==> src/rtl/fpu_pkg.sv <==
// Shared FPU definitions: IEEE single layout, constants, operand classifier
// and the divider state encoding.
package fpu_pkg;

  localparam int          EXP_BIAS = 127;
  localparam logic [7:0]  EXP_MAX  = 8'hFF;
  localparam logic [31:0] QNAN     = 32'h7FC00000;

  typedef struct packed {
    logic        sign;
    logic [7:0]  exp;
    logic [22:0] mant;
  } fp32_t;

  typedef enum logic [1:0] {S_IDLE, S_DIV, S_NORM, S_DONE} fdiv_state_t;

  typedef enum logic [1:0] {FP_ZERO, FP_INF, FP_NAN, FP_NORMAL} fp_class_t;

  // Denormals classify as zero: the FPU flushes them on input.
  function automatic fp_class_t fp_classify(input fp32_t f);
    if (f.exp == 8'd0)                         return FP_ZERO;
    else if (f.exp == EXP_MAX && f.mant != '0) return FP_NAN;
    else if (f.exp == EXP_MAX)                 return FP_INF;
    else                                       return FP_NORMAL;
  endfunction

endpackage

==> src/rtl/fdiv_round_pack.sv <==
// Normalise a 26-bit quotient, round to nearest even and pack an IEEE single,
// saturating to infinity on overflow and flushing to zero on underflow.
module fdiv_round_pack
  import fpu_pkg::*;
(
  input  logic              sign_i,
  input  logic signed [9:0] exp_i,    // biased exponent assuming q_i[25] == 0
  input  logic [25:0]       q_i,
  input  logic              sticky_i,
  output logic [31:0]       y_o,
  output logic              ovf_o
);

  logic [22:0]       mant;
  logic [22:0]       mant_r;
  logic              guard;
  logic              sticky;
  logic              round_up;
  logic              carry;
  logic signed [9:0] e;

  always_comb begin
    mant   = q_i[25] ? q_i[24:2] : q_i[23:1];
    guard  = q_i[25] ? q_i[1] : q_i[0];
    sticky = sticky_i | (q_i[25] & q_i[0]);
    e      = exp_i + 10'(q_i[25]);

    round_up = guard & (sticky | mant[0]);
    // The hidden bit is always set, so a carry out needs all stored bits set.
    carry    = round_up & (&mant);
    mant_r   = mant + 23'(round_up);
    if (carry) e = e + 10'sd1;

    y_o   = '0;
    ovf_o = 1'b0;
    if (e >= 10'sd255) begin
      y_o   = {sign_i, EXP_MAX, 23'd0};
      ovf_o = 1'b1;
    end else if (e <= 10'sd0) begin
      y_o = {sign_i, 31'd0};
    end else begin
      y_o = {sign_i, e[7:0], mant_r};
    end
  end

endmodule

==> src/rtl/fdiv.sv <==
// Multi-cycle IEEE single divider y = x1 / x2 using a restoring mantissa divider.
// Handshake: a transfer happens on a rising edge where valid && ready; in_ready is high only in IDLE.
module fdiv
  import fpu_pkg::*;
#(
  parameter int RADIX_BITS = 1
) (
  input  logic        clk,
  input  logic        rst,
  input  logic [31:0] x1,
  input  logic [31:0] x2,
  input  logic        in_valid,
  output logic        in_ready,
  output logic [31:0] y,
  output logic        ovf,
  output logic        dz,
  output logic        out_valid,
  input  logic        out_ready
);

  localparam int NSTEPS = 26 / RADIX_BITS;

  fdiv_state_t       state_q, state_d;
  logic              sign_q;
  logic signed [9:0] exp_q;
  logic [25:0]       rem_q, rem_d;
  logic [25:0]       quo_q, quo_d;
  logic [23:0]       m2_q;
  logic [4:0]        cnt_q;
  logic [31:0]       y_q;
  logic              ovf_q, dz_q;

  fp32_t             a, b;
  fp_class_t         ca, cb;
  logic              s_in;
  logic              special;
  logic [31:0]       spec_y;
  logic              spec_dz;
  logic signed [9:0] exp_in;
  logic              last_step;
  logic [31:0]       rp_y;
  logic              rp_ovf;

  assign a         = x1;
  assign b         = x2;
  assign ca        = fp_classify(a);
  assign cb        = fp_classify(b);
  assign s_in      = a.sign ^ b.sign;
  assign exp_in    = 10'({2'b00, a.exp}) - 10'({2'b00, b.exp}) + 10'(EXP_BIAS - 1);
  assign last_step = (cnt_q == 5'(NSTEPS - 1));

  always_comb begin
    special = 1'b1;
    spec_y  = QNAN;
    spec_dz = 1'b0;
    if (ca == FP_NAN || cb == FP_NAN) begin
      spec_y = QNAN;
    end else if ((ca == FP_ZERO && cb == FP_ZERO) || (ca == FP_INF && cb == FP_INF)) begin
      spec_y = QNAN;
    end else if (cb == FP_ZERO && ca == FP_NORMAL) begin
      spec_y  = {s_in, EXP_MAX, 23'd0};
      spec_dz = 1'b1;
    end else if (ca == FP_INF) begin
      spec_y = {s_in, EXP_MAX, 23'd0};
    end else if (ca == FP_ZERO || cb == FP_INF) begin
      spec_y = {s_in, 31'd0};
    end else begin
      special = 1'b0;
    end
  end

  // One restoring step per quotient bit, MSB first; remainder is kept pre-shifted.
  always_comb begin
    rem_d = rem_q;
    quo_d = quo_q;
    for (int i = 0; i < RADIX_BITS; i++) begin
      if (rem_d >= {2'b00, m2_q}) begin
        rem_d = (rem_d - {2'b00, m2_q}) << 1;
        quo_d = {quo_d[24:0], 1'b1};
      end else begin
        rem_d = rem_d << 1;
        quo_d = {quo_d[24:0], 1'b0};
      end
    end
  end

  always_comb begin
    state_d = state_q;
    case (state_q)
      S_IDLE: if (in_valid) state_d = special ? S_DONE : S_DIV;
      S_DIV:  if (last_step) state_d = S_NORM;
      S_NORM: state_d = S_DONE;
      S_DONE: if (out_ready) state_d = S_IDLE;
      default: state_d = S_IDLE;
    endcase
  end

  always_ff @(posedge clk or posedge rst) begin
    if (rst) state_q <= S_IDLE;
    else     state_q <= state_d;
  end

  always_ff @(posedge clk or posedge rst) begin
    if (rst) begin
      sign_q <= 1'b0;
      exp_q  <= '0;
      rem_q  <= '0;
      quo_q  <= '0;
      m2_q   <= '0;
      cnt_q  <= '0;
      y_q    <= '0;
      ovf_q  <= 1'b0;
      dz_q   <= 1'b0;
    end else begin
      case (state_q)
        S_IDLE: if (in_valid) begin
          sign_q <= s_in;
          exp_q  <= exp_in;
          rem_q  <= {2'b00, 1'b1, a.mant};
          m2_q   <= {1'b1, b.mant};
          quo_q  <= '0;
          cnt_q  <= '0;
          if (special) begin
            y_q   <= spec_y;
            ovf_q <= 1'b0;
            dz_q  <= spec_dz;
          end
        end
        S_DIV: begin
          rem_q <= rem_d;
          quo_q <= quo_d;
          cnt_q <= cnt_q + 5'd1;
        end
        S_NORM: begin
          y_q   <= rp_y;
          ovf_q <= rp_ovf;
          dz_q  <= 1'b0;
        end
        default: ;
      endcase
    end
  end

  fdiv_round_pack u_round_pack (
    .sign_i   (sign_q),
    .exp_i    (exp_q),
    .q_i      (quo_q),
    .sticky_i (rem_q != 26'd0),
    .y_o      (rp_y),
    .ovf_o    (rp_ovf)
  );

  assign in_ready  = (state_q == S_IDLE);
  assign out_valid = (state_q == S_DONE);
  assign y         = y_q;
  assign ovf       = ovf_q;
  assign dz        = dz_q;

endmodule

==> config.mk <==
export PLATFORM = sky130hd
export DESIGN_NAME = fdiv
export DESIGN_NICKNAME = d
export VERILOG_FILES = /design/src/rtl/fpu_pkg.sv /design/src/rtl/fdiv_round_pack.sv /design/src/rtl/fdiv.sv
export SDC_FILE = /design/constraint.sdc
export NUM_CORES = 1
export LEC_CHECK = 0
export ABC_CLOCK_PERIOD_IN_PS = 5900
export CORE_MARGIN = 8
export CORE_UTILIZATION = 40
export DETAILED_ROUTE_END_ITERATION = 10
export HOLD_SLACK_MARGIN = 0.08
export PLACE_DENSITY = 0.58
export SLEW_MARGIN = 20
export SYNTH_ARGS = -nofsm -noshare
export SYNTH_HDL_FRONTEND = slang
export SYNTH_SLANG_ARGS = --single-unit
==> constraint.sdc <==
create_clock -name clk -period 5.9 [get_ports clk]
set_clock_uncertainty 0.05 [all_clocks]
set_input_delay 0.885 -clock clk [delete_from_list [all_inputs] [get_ports clk]]
set_output_delay 0.885 -clock clk [all_outputs]
set_load 0.05 [all_outputs]
# [Word-level counts from Yosys, hierarchy flattened]
# Cells that the tools add are included.
[totals] n_memories=0 register_bits=128 ram_bits=0 out_inout_bits=36 latchBits=0 mem_bits_ro=0
[op_classes] n_eq_ne=15 div=0 order_cmp=3 n_bitwise=6 n_mux=47 add_sub_neg=7 n_reduce_logical=23 shifts=0 n_mul=0
[op_table] op="$mux 32" count=7
[op_table] op="$pmux 26 s2" count=2
[op_table] op="$mux 26" count=3
[op_table] op="$pmux 32 s2" count=1
[op_table] op="$mux 31" count=2
[op_table] op="$reduce_bool 23->1" count=2
[op_table] op="$ge 26x24->1" count=1
[op_table] op="$reduce_bool 26->1" count=1
[op_table] op="$sub 25x24->25" count=1
[op_table] op="$add 23x1->23" count=1
[op_table] op="$mux 23" count=1
[op_table] op="$reduce_and 23->1" count=1
[op_table] op="$mux 2" count=10
[op_table] op="$eq 8x8->1 const B" count=2
[op_table] op="$logic_not 8->1" count=2
[op_table] op="$mux 1" count=15
[op_table] op="$add 10x1->10" count=1
[op_table] op="$add 10x2->10 const B" count=1
[op_table] op="$add 9x8->10 const B" count=1
[op_table] op="$eq 2x2->1 const B" count=5
[op_table] op="$ge 10x9->1 const B" count=1
[op_table] op="$le 10x1->1 const B" count=1
[op_table] op="$mux 10" count=1
[op_table] op="$pmux 5 s2" count=1
[op_table] op="18 further kinds" count=37

# [Depth between registers and ports, before layout]
[logic_depth] depth_word=14 ltp_mapped=17 depth_no_buf=15

# [Cells and area by module]
# A second synthesis with hierarchy kept.
[hier_totals] cells_unflattened=1079 hier_area_um2=9676.8
[modules_own_cells] module="fdiv" cells_each=737 seq_area_each_um2=3203.1 instances=1 area_each_um2=7270.7
[modules_own_cells] module="fdiv_round_pack" cells_each=342 seq_area_each_um2=0.0 instances=1 area_each_um2=2406.1

# [Worst setup path before layout]
# OpenSTA, ideal clock, no wires.
[synth_path] path_type="flip-flop to flip-flop" start="reg quo_q[25]" end="reg y_q[22] (netlist: y[22])" t_arrival_ps=3575 path_slack_ps=2197 required_time_ps=5773 stages_incl_launch_ff=18 setup_ps=77 cell_sequence="dfrtp_1 buf_6 buf_8 clkbuf_1 clkbuf_1 nand2_1 nand2_1 ha_1 nand2_1 a2111oi_2 and3_1 buf_4 and3_1 nand2_1 a31oi_1 o21a_1 or4b_1 a21oi_1"
[synth_via] elab_chain_cells=10
[synth_rtl] item="start, declared" line="fdiv.sv:27" text="logic [25:0] quo_q, quo_d;"
[synth_rtl] item="start signal, assigned" line="fdiv.sv:131" text="quo_q <= quo_d;"
[synth_rtl] item="branches (longest 8 deep; another with $add 10x1->10)"
[synth_rtl] item="$mux 31 *" line="fdiv_round_pack.sv:36" text="if (e >= 10'sd255) begin"
[synth_rtl] item="$pmux 32 s2 *" line="fdiv.sv:115" text="case (state_q)"
[synth_rtl] item="end signal, assigned" line="fdiv.sv:124" text="y_q <= spec_y;"
[synth_rtl] item="end signal, assigned" line="fdiv.sv:135" text="y_q <= rp_y;"
[synth_rtl] item="end, declared" line="fdiv.sv:30" text="logic [31:0] y_q;"
# Every way passes the cells marked *.
# A chain may end at the register's enable or synchronous reset.

# [Worst setup path in the final report]
# Ends and elaborated chain as after synthesis.

==> results.yml <==
synthesis:
  synth_commonest_cells: "128 x dfrtp_1, 85 x nand2_1, 58 x a21oi_1"
  synth.ff_latch_count: 128
  synth_edf_count: 0
  yosysMostFrequentCell: "dfrtp_1"
  ys_seq_area_frac: 0.359
  ys_warn_count: 0
  synth.avg_cell_area_sq_um: 9.18
  synth-main-ff-cell: "dfrtp_1"
  synth_top_area_cell: "dfrtp_1"
  synthArstFlopShare: 1.00
  syn_area_sq_um: 8920
  synth_nets: 1087
  yosys.area.top_type_share: 0.359
  synth_cell_types: 81
  synth_area_leaders: "dfrtp_1 36%, ha_1 6.3%, xnor2_1 4.9%, a22o_1 4.8%, mux2_2 3.9%"
  synthCells: 972
sta:
  fin_ws_ns: 1.57
  hold_slack_ns: 0.399
  rsz0062_at_grt: "no"
  layout_min_cycle_time_ns: 4.33
  fin_crit_sh: 0.734
  tightestPinTransition_ns: 1.02
  slew_headroom: 0.318
  finalSetupViolations: 0
  fmax_mhz: 231
  slew_viol_final: 0
  setup-tns-final_ns: 0
  hold_violations: 0
global_route:
  grt_util_met3: 0.0374
  grt_pass1_wl_mm: 40.0
  gr-usage-met2: 0.296
  track_usage: 0.184
  top_usage_layer: "met2"
  grt_max_degree: 52
  grtUsageMet1: 0.246
  antenna_found_initial: 0
  grt-ovfl-total: 0
  first_global_vias: 7512
setup_path:
  critPathMaxFanout: 51
  critPathKind: "reg -> reg"
  cp.required_ns: 6.20
  cp.arrival_ns: 4.63
  cp-start-kind: "flip-flop"
  setup.worst_path.end_class: "flip-flop"
clock_tree:
  insertion_delay_ns: 0.43
  cts_max_path_buffers: 2
  cts_tree: "built"
  cts_num_sinks: 128
  root_buffer: "clkbuf_16"
  postCtsSetupRepairBufs: 0
  cts_made_buffers: 17
  path_clk_slew_ns: 0.06
  cts-hold-fix-buffers: 0
  htree_levels: 4
  cts-resized-gates: 0
route:
  via_per_inst: 5.62
  antenna_left: 0
  vias: 7546
  drt_first_pass_iters: 5
  routed_wl_mm: 24.6
  drt_iter0_drc: 497
  wl_per_cell_um: 18.3
  drc_errors: 0
pwr:
  p_int_mw: 3.08
  ir_drop_mv: 0.296
  netSwitchingFraction: 0.465
  p_per_area_nw_per_um2: 538
  pwr-share-comb: 0.575
  power_frac_seq: 0.244
  leakage_nw: 4.52
  fin_total_pwr_mw: 5.76
  clkPwrFrac: 0.181
  p_sw_mw: 2.68
floorplanning:
  die-area_sq_um: 27300
  dieHeight_um: 165
  core_area_sq_um: 21900
  ios: 104
  die_w_um: 165
  num_rows: 54
  start_util: 0.408
status:
  outcome: "finished clean"
placement:
  port-buffer-count: 103
  dp.cells: 1311
  globalplace.congestion: 0.911
  dp_hpwl_mm: 18.2
  dp_worst_setup_slack_ns: 1.56
flow_run:
  max_cap_violations: 0
final_layout:
  ff_latch_area_sq_um: 3200
  layout.cells.non_filler: 1343
  synthToLayoutAreaGrowth_pct: 19.9
  layout-drive-gt1-share: 0.0865
  nets: 1165
  antenna_cells: 0
  n_fill_cell: 2162
  multiInputGateArea_sq_um: 5270
worst_hold_path:
  hold_path_class: "reg -> reg"
## path summary, 6_finish.rpt
path / depth (start not counted) / from / endpoint / slack (ns)
max: 15 / quo_q[25] / y[22] / 1.57
min in group asynchronous: 2 / rst / rem_q[12] / 0.80
max reg2reg: 15 / quo_q[25] / y[22] / 1.57
min reg2reg: 2 / m2_q[23] / m2_q[23] / 0.40
max in group asynchronous: 3 / rst / quo_q[25] / 3.97
min: 2 / m2_q[23] / m2_q[23] / 0.40
## cells by family (layout without fill, tap and decap cells)
family / after synthesis / in the layout / synth area share
AOI/OAI and AO/OA: 265 / 265 / 0.206
xor gates and xnor gates: 85 / 85 / 0.0858
adders and majority gates: 47 / 47 / 0.0676
buffers and inverters: 108 / 199 / 0.0513
DFF: 128 / 128 / 0.359
muxes: 51 / 51 / 0.0624
and+or+nand+nor: 288 / 288 / 0.168
## placed cells by master (no fill, tap or decap), types with 16 or more instances in the layout
master | Yosys | final
dfrtp_1 | 128 | 127
clkdlybuf4s50_1 | 0 | 103
nand2_1 | 85 | 84
a21oi_1 | 58 | 58
inv_1 | 56 | 55
nor2_1 | 51 | 50
xnor2_1 | 50 | 50
a22o_1 | 49 | 49
o21ai_0 | 47 | 47
ha_1 | 45 | 45
nand3_1 | 35 | 35
xor2_1 | 33 | 33
mux2_2 | 31 | 31
nor4_1 | 23 | 23
nand4_1 | 19 | 19
mux2i_1 | 17 | 17
clkbuf_16 | 0 | 17
nor3_1 | 16 | 16
## layout make-up
type | instances | area share
multi-input combinational | 736 | 0.492
sequential | 128 | 0.299
timing repair buffer | 111 | 0.102
clock buffer | 19 | 0.0423
tap | 280 | 0.0327
inverter | 56 | 0.0199
clock inverter | 13 | 0.0117
## worst max-delay path, cell delays in order (launching register included)
cell	delay (ns)
dfrtp_2	0.98
mux2_4	0.30
nand4b_4	0.14
o21ai_4	0.10
inv_1	0.07
ha_1	0.19
ha_1	0.20
nand2_1	0.09
a2111oi_2	0.59
and3_1	0.35
and3_1	0.24
a211oi_1	0.08
a31oi_1	0.18
o21a_1	0.13
or4b_1	0.42
a21oi_1	0.13
## power groups by stage
stage	logic (mW)	registers, mW	clock network, mW
floorplan	2.42	1.45	0
global placement	3.28	1.41	0
detailed placement	3.28	1.42	0
CTS	3.31	1.40	1.07
global route	3.64	1.44	1.10
finish	3.31	1.41	1.04
## registers in the layout, summed over array words and instances (netlist names)
name	cells
cnt_q	5
dz	1
exp_q	10
m2_q	24
ovf	1
quo_q	26
rem_q	26
sign_q	1
state_q	2
y	32
## routing by layer
metal	part of all wire	wire length [um]
met1	0.47	11600
met2	0.47	11400
met3	0.046	1130
met4	0.016	389
met5	0	0
## metrics by stage
stage	util	area, sq um
4_1_cts	0.489	10700
6_report	0.489	10700
3_5_place_dp	0.463	10100
2_1_floorplan	-	8920
5_1_grt	0.489	10700
3_3_place_gp	0.463	10100
Note: power is estimated with default switching activity, not from simulation.
==> RTL edit 1, RTL diff (same flow settings) <==
Register the output `ovf` once more, cleared by the reset; this adds one clock of latency there. The other outputs are not delayed to match.
--- a/src/rtl/fdiv.sv
+++ b/src/rtl/fdiv.sv
@@ -153,7 +153,13 @@
   assign in_ready  = (state_q == S_IDLE);
   assign out_valid = (state_q == S_DONE);
   assign y         = y_q;
-  assign ovf       = ovf_q;
+  always_ff @(posedge clk or posedge rst) begin
+    if (rst) begin
+      ovf <= '0;
+    end else begin
+      ovf <= ovf_q;
+    end
+  end
   assign dz        = dz_q;
 
 endmodule
Formal check against the unedited RTL: no difference found for any inputs over 4 cycles, from zero or initial values and one cycle with rst high; that may be too few to reach the edited logic, so the function may still have changed.
==> RTL edit 1 against the original RTL <==
Power is 1.7% higher; worst setup slack got worse by 0.011 ns; core utilization grew 0.36 points; wire length grew 0.35%; sequential power is essentially flat; sequential cell count up 1; via count rose by 1.1%; cell area grew 0.74%; synthesized area grew 0.28%; count of clock-buffer cells in the layout is 2 higher; critical path depth stayed put; die area up 0.25%.
==> RTL edit 1: results (changes against the original RTL) <==
Outcome
  – Run status: complete, no violations

Placed design
  – Placed wire-length estimate: 18.28 mm (+0.58%)
  – Final GP Congestion: 0.8906 (-2.3%)

GRT
  – Global-route wire length before repair: 40.09 mm (+0.35%)
  – Overall global routing resource usage: 18.46% (+0.055 points)
  – Largest net degree at the start of global routing: 57 (+9.6%)

Synth
  – Cell types with the largest area share after synthesis: sky130_fd_sc_hd__dfrtp_1 (36%), sky130_fd_sc_hd__ha_1 (6.3%), sky130_fd_sc_hd__xnor2_1 (4.9%)
  – Compound-Gate Fraction of Synth Area: 20.52% (-0.058 points)
  – Multiplexer fraction of the synthesized cell area: 6.221% (-0.017 points)
  – Adder and majority gate portion of the synthesized area: 6.738% (-0.019 points)
  – Syn nets: 1,088 (+0.092%)
  – Register bit total from synthesis: 129 (+0.78%)

Drt
  – Starting DRC count in detailed routing: 515 (+3.6%)
  – Post-DR wirelength/cell: 18.35 um (+0.28%)

Final layout
  – Buffering overhead: 10.12% (-0.074 points)
  – # clk buffers: 21 (+2)
  – Clock tree cell share of total cell area: 5.859% (+0.46 points)
  – Number of fillers in the final layout: 2,150 (-0.56%)
  – Fraction of layout cells with a size suffix above 1: 8.647% (about the same)
  – Total area of sequential cells: 0.003229 mm^2 (+0.78%)
  – Share of cell area taken by multi-input logic gates: 48.86% (-0.36 points)

Critical path
  – Worst path arrival time: 4.64 ns (about the same)

Min path
  – Cell depth of the worst min-delay path: 0 (-2)
  – Sink of the worst hold path: ovf

Timing
  – Max_slew headroom: 36.80% (+5.0 points)
  – Post-Route Hold Slack: 0.3538 ns (-0.04565 ns)

Power and ir drop
  – Maximum resistive drop on vdd: 0.0002555 V (-14%)
## RTL edit 1: cells by family after synthesis
| family | count (synthesis) |
|---|---|
| buffers and inverters | 108 |
| xor gates and xnor gates | 85 |
| and+or+nand+nor | 288 |
| muxes | 51 |
| AOI/OAI and AO/OA | 265 |
| DFF | 129 |
| adders and majority gates | 47 |
## RTL edit 1: metal layers
| metal | routed length [um] | vias to the layer above | GRT usage, % | share of wire (%) |
|---|---|---|---|---|
| li1 | - | 3718 | - | - |
| met2 | 11560 | 219 | 30.06 | 47 |
| met5 | 0 | - | 0 | 0 |
| met3 | 1270 | 24 | 3.322 | 5.2 |
| met1 | 11500 | 3665 | 24.82 | 47 |
| met4 | 325 | 0 | 4.789 | 1.3 |
## RTL edit 1: power by group
| group | switching, mW | leakage, nW | internal (mW) |
|---|---|---|---|
| clock | 0.422 | 0.310 | 0.713 |
| combinational | 1.99 | 2.62 | 1.32 |
| sequential | 0.256 | 1.63 | 1.16 |
==> RTL edit 2, RTL diff (config.mk and constraints unchanged) <==
Without the edit above. Change the package constant `EXP_MAX` from 8'hFF to 8'h7F.
--- a/src/rtl/fpu_pkg.sv
+++ b/src/rtl/fpu_pkg.sv
@@ -3,7 +3,7 @@
 package fpu_pkg;
 
   localparam int          EXP_BIAS = 127;
-  localparam logic [7:0]  EXP_MAX  = 8'hFF;
+  localparam logic [7:0]  EXP_MAX  = 8'h7F;
   localparam logic [31:0] QNAN     = 32'h7FC00000;
 
   typedef struct packed {
Function: changed (Yosys sat finds a counterexample within 4 cycles, from zero or initial values and one cycle with rst high).
==> RTL edit 2 against the original RTL <==
Synthesized area is essentially flat; synthesized cell count shrank 0.72%; count of clock-buffer cells in the layout shrank 1; die area is essentially flat; critical endpoint is now y[4]; power grew 0.25%; cell area grew 0.83%; sequential cell count is the same; wire length shrank 2.9%; worst setup slack gained 0.13 ns; fmax grew 3.1%; combinational power shrank 2%.
==> RTL edit 2: results (changes against the original RTL) <==
Outcome
  – Run status: complete, no violations

Synth
  – Syn nets: 1,079 (-0.74%)
  – Synthesized area per cell: 9.250 um^2 (+0.74%)

Final layout
  – Number of fillers in the final layout: 2,104 (-2.7%)
  – Fraction of layout cells with a size suffix above 1: 9.641% (+0.99 points)
  – Number of nets in the final layout: 1,159 (-0.52%)

Critical path
  – Delay of the slowest cell on the worst path: 0.47 ns (-0.51 ns)
  – CP max FO: 38 (-25%)
  – Critical path's slowest cell: sky130_fd_sc_hd__and3b_4
  – Worst path arrival time: 4.51 ns (-0.12 ns)

Placed design
  – Placed inst area: 0.01014 mm^2 (+0.15%)
  – Number of instances in the placed design: 1,305 (-0.46%)
  – Placed wire-length estimate: 17.71 mm (-2.6%)
  – Final GP Congestion: 0.8709 (-4.4%)

GRT
  – Global-route wire length before repair: 39.19 mm (-1.9%)
  – Overall global routing resource usage: 17.87% (-0.54 points)
  – Routing usage on met2: 28.26% (-1.3 points)
  – Met1 usage in global routing: 24.48% (-0.12 points)
  – Largest net degree at the start of global routing: 60 (+15%)

Drt
  – Total length of routed wires: 23.85 mm (-2.9%)

Power and ir drop
  – Leakage: 4.607 nW (+2.0%)
  – Maximum resistive drop on vdd: 0.0002445 V (-17%)
  – Part of the total power dissipated in combinational logic: 56.4% (-1.1 points)
  – Net switching fraction of the power: 45.27% (-1.2 points)

Timing
  – Post-Route Hold Slack: 0.4093 ns (+0.009812 ns)
  – Slew at the pin closest to its max-slew limit: 1.004 ns (-0.01588 ns)
RTL edit 2: changes by cell type after synthesis, moves of 9 or more:
cell / unedited run / this run
sky130_fd_sc_hd__nand2b_1: 5 / 14
sky130_fd_sc_hd__o21ai_0: 47 / 62
sky130_fd_sc_hd__nand3_1: 35 / 23
sky130_fd_sc_hd__nand2_1: 85 / 76
sky130_fd_sc_hd__mux2i_1: 17 / 31
RTL edit 2: per-layer routing:
metal	vias up	wire, um
met3	23	1290
met1	3587	11160
met4	0	350
met2	215	11050
li1	3699	-
met5	-	0
RTL edit 2: metrics by stage:
step	setup slack, ns	utilization (%)	total power, mW
finish	1.700	49.31	5.778
global route	1.348	49.31	6.231
CTS	1.706	49.15	5.771
detailed placement	1.740	46.33	4.634
global placement	1.733	46.33	4.625
floorplan	1.552	-	3.864
RTL edit 2: worst max path at each step:
stage	end	slack [ns]	depth (start not counted)
2_1_floorplan	cnt_q[0]	1.55	1
3_3_place_gp	y[22]	1.73	15
3_5_place_dp	y[22]	1.74	15
4_1_cts	y[22]	1.71	15
5_1_grt	y[4]	1.35	12
6_report	y[4]	1.70	12
RTL edit 2: logic make-up (layout without fill, tap and decap cells):
kind of cell    after synthesis  after routing  share of synthesized area [%]
compound gates              261            261                          20.14
fa+ha+maj                    46             46                          6.616
mux                          63             63                          7.555
buf+inv                     110            203                          5.256
simple gates                277            277                          16.40
flops                       128            128                          35.88
xor+xnor                     80             80                          8.144
RTL edit 2: layout make-up:
class / instances / area (um^2) / share of cell area [%]
Clock buffer: 18 / 439.2 / 4.069
Clock inverter: 14 / 178.9 / 1.658
Inverter: 59 / 224.0 / 2.075
Multi-Input combinational cell: 727 / 5280 / 48.92
Sequential cell: 128 / 3203 / 29.67
Tap cell: 280 / 350.3 / 3.246
Timing Repair Buffer: 112 / 1119 / 10.36
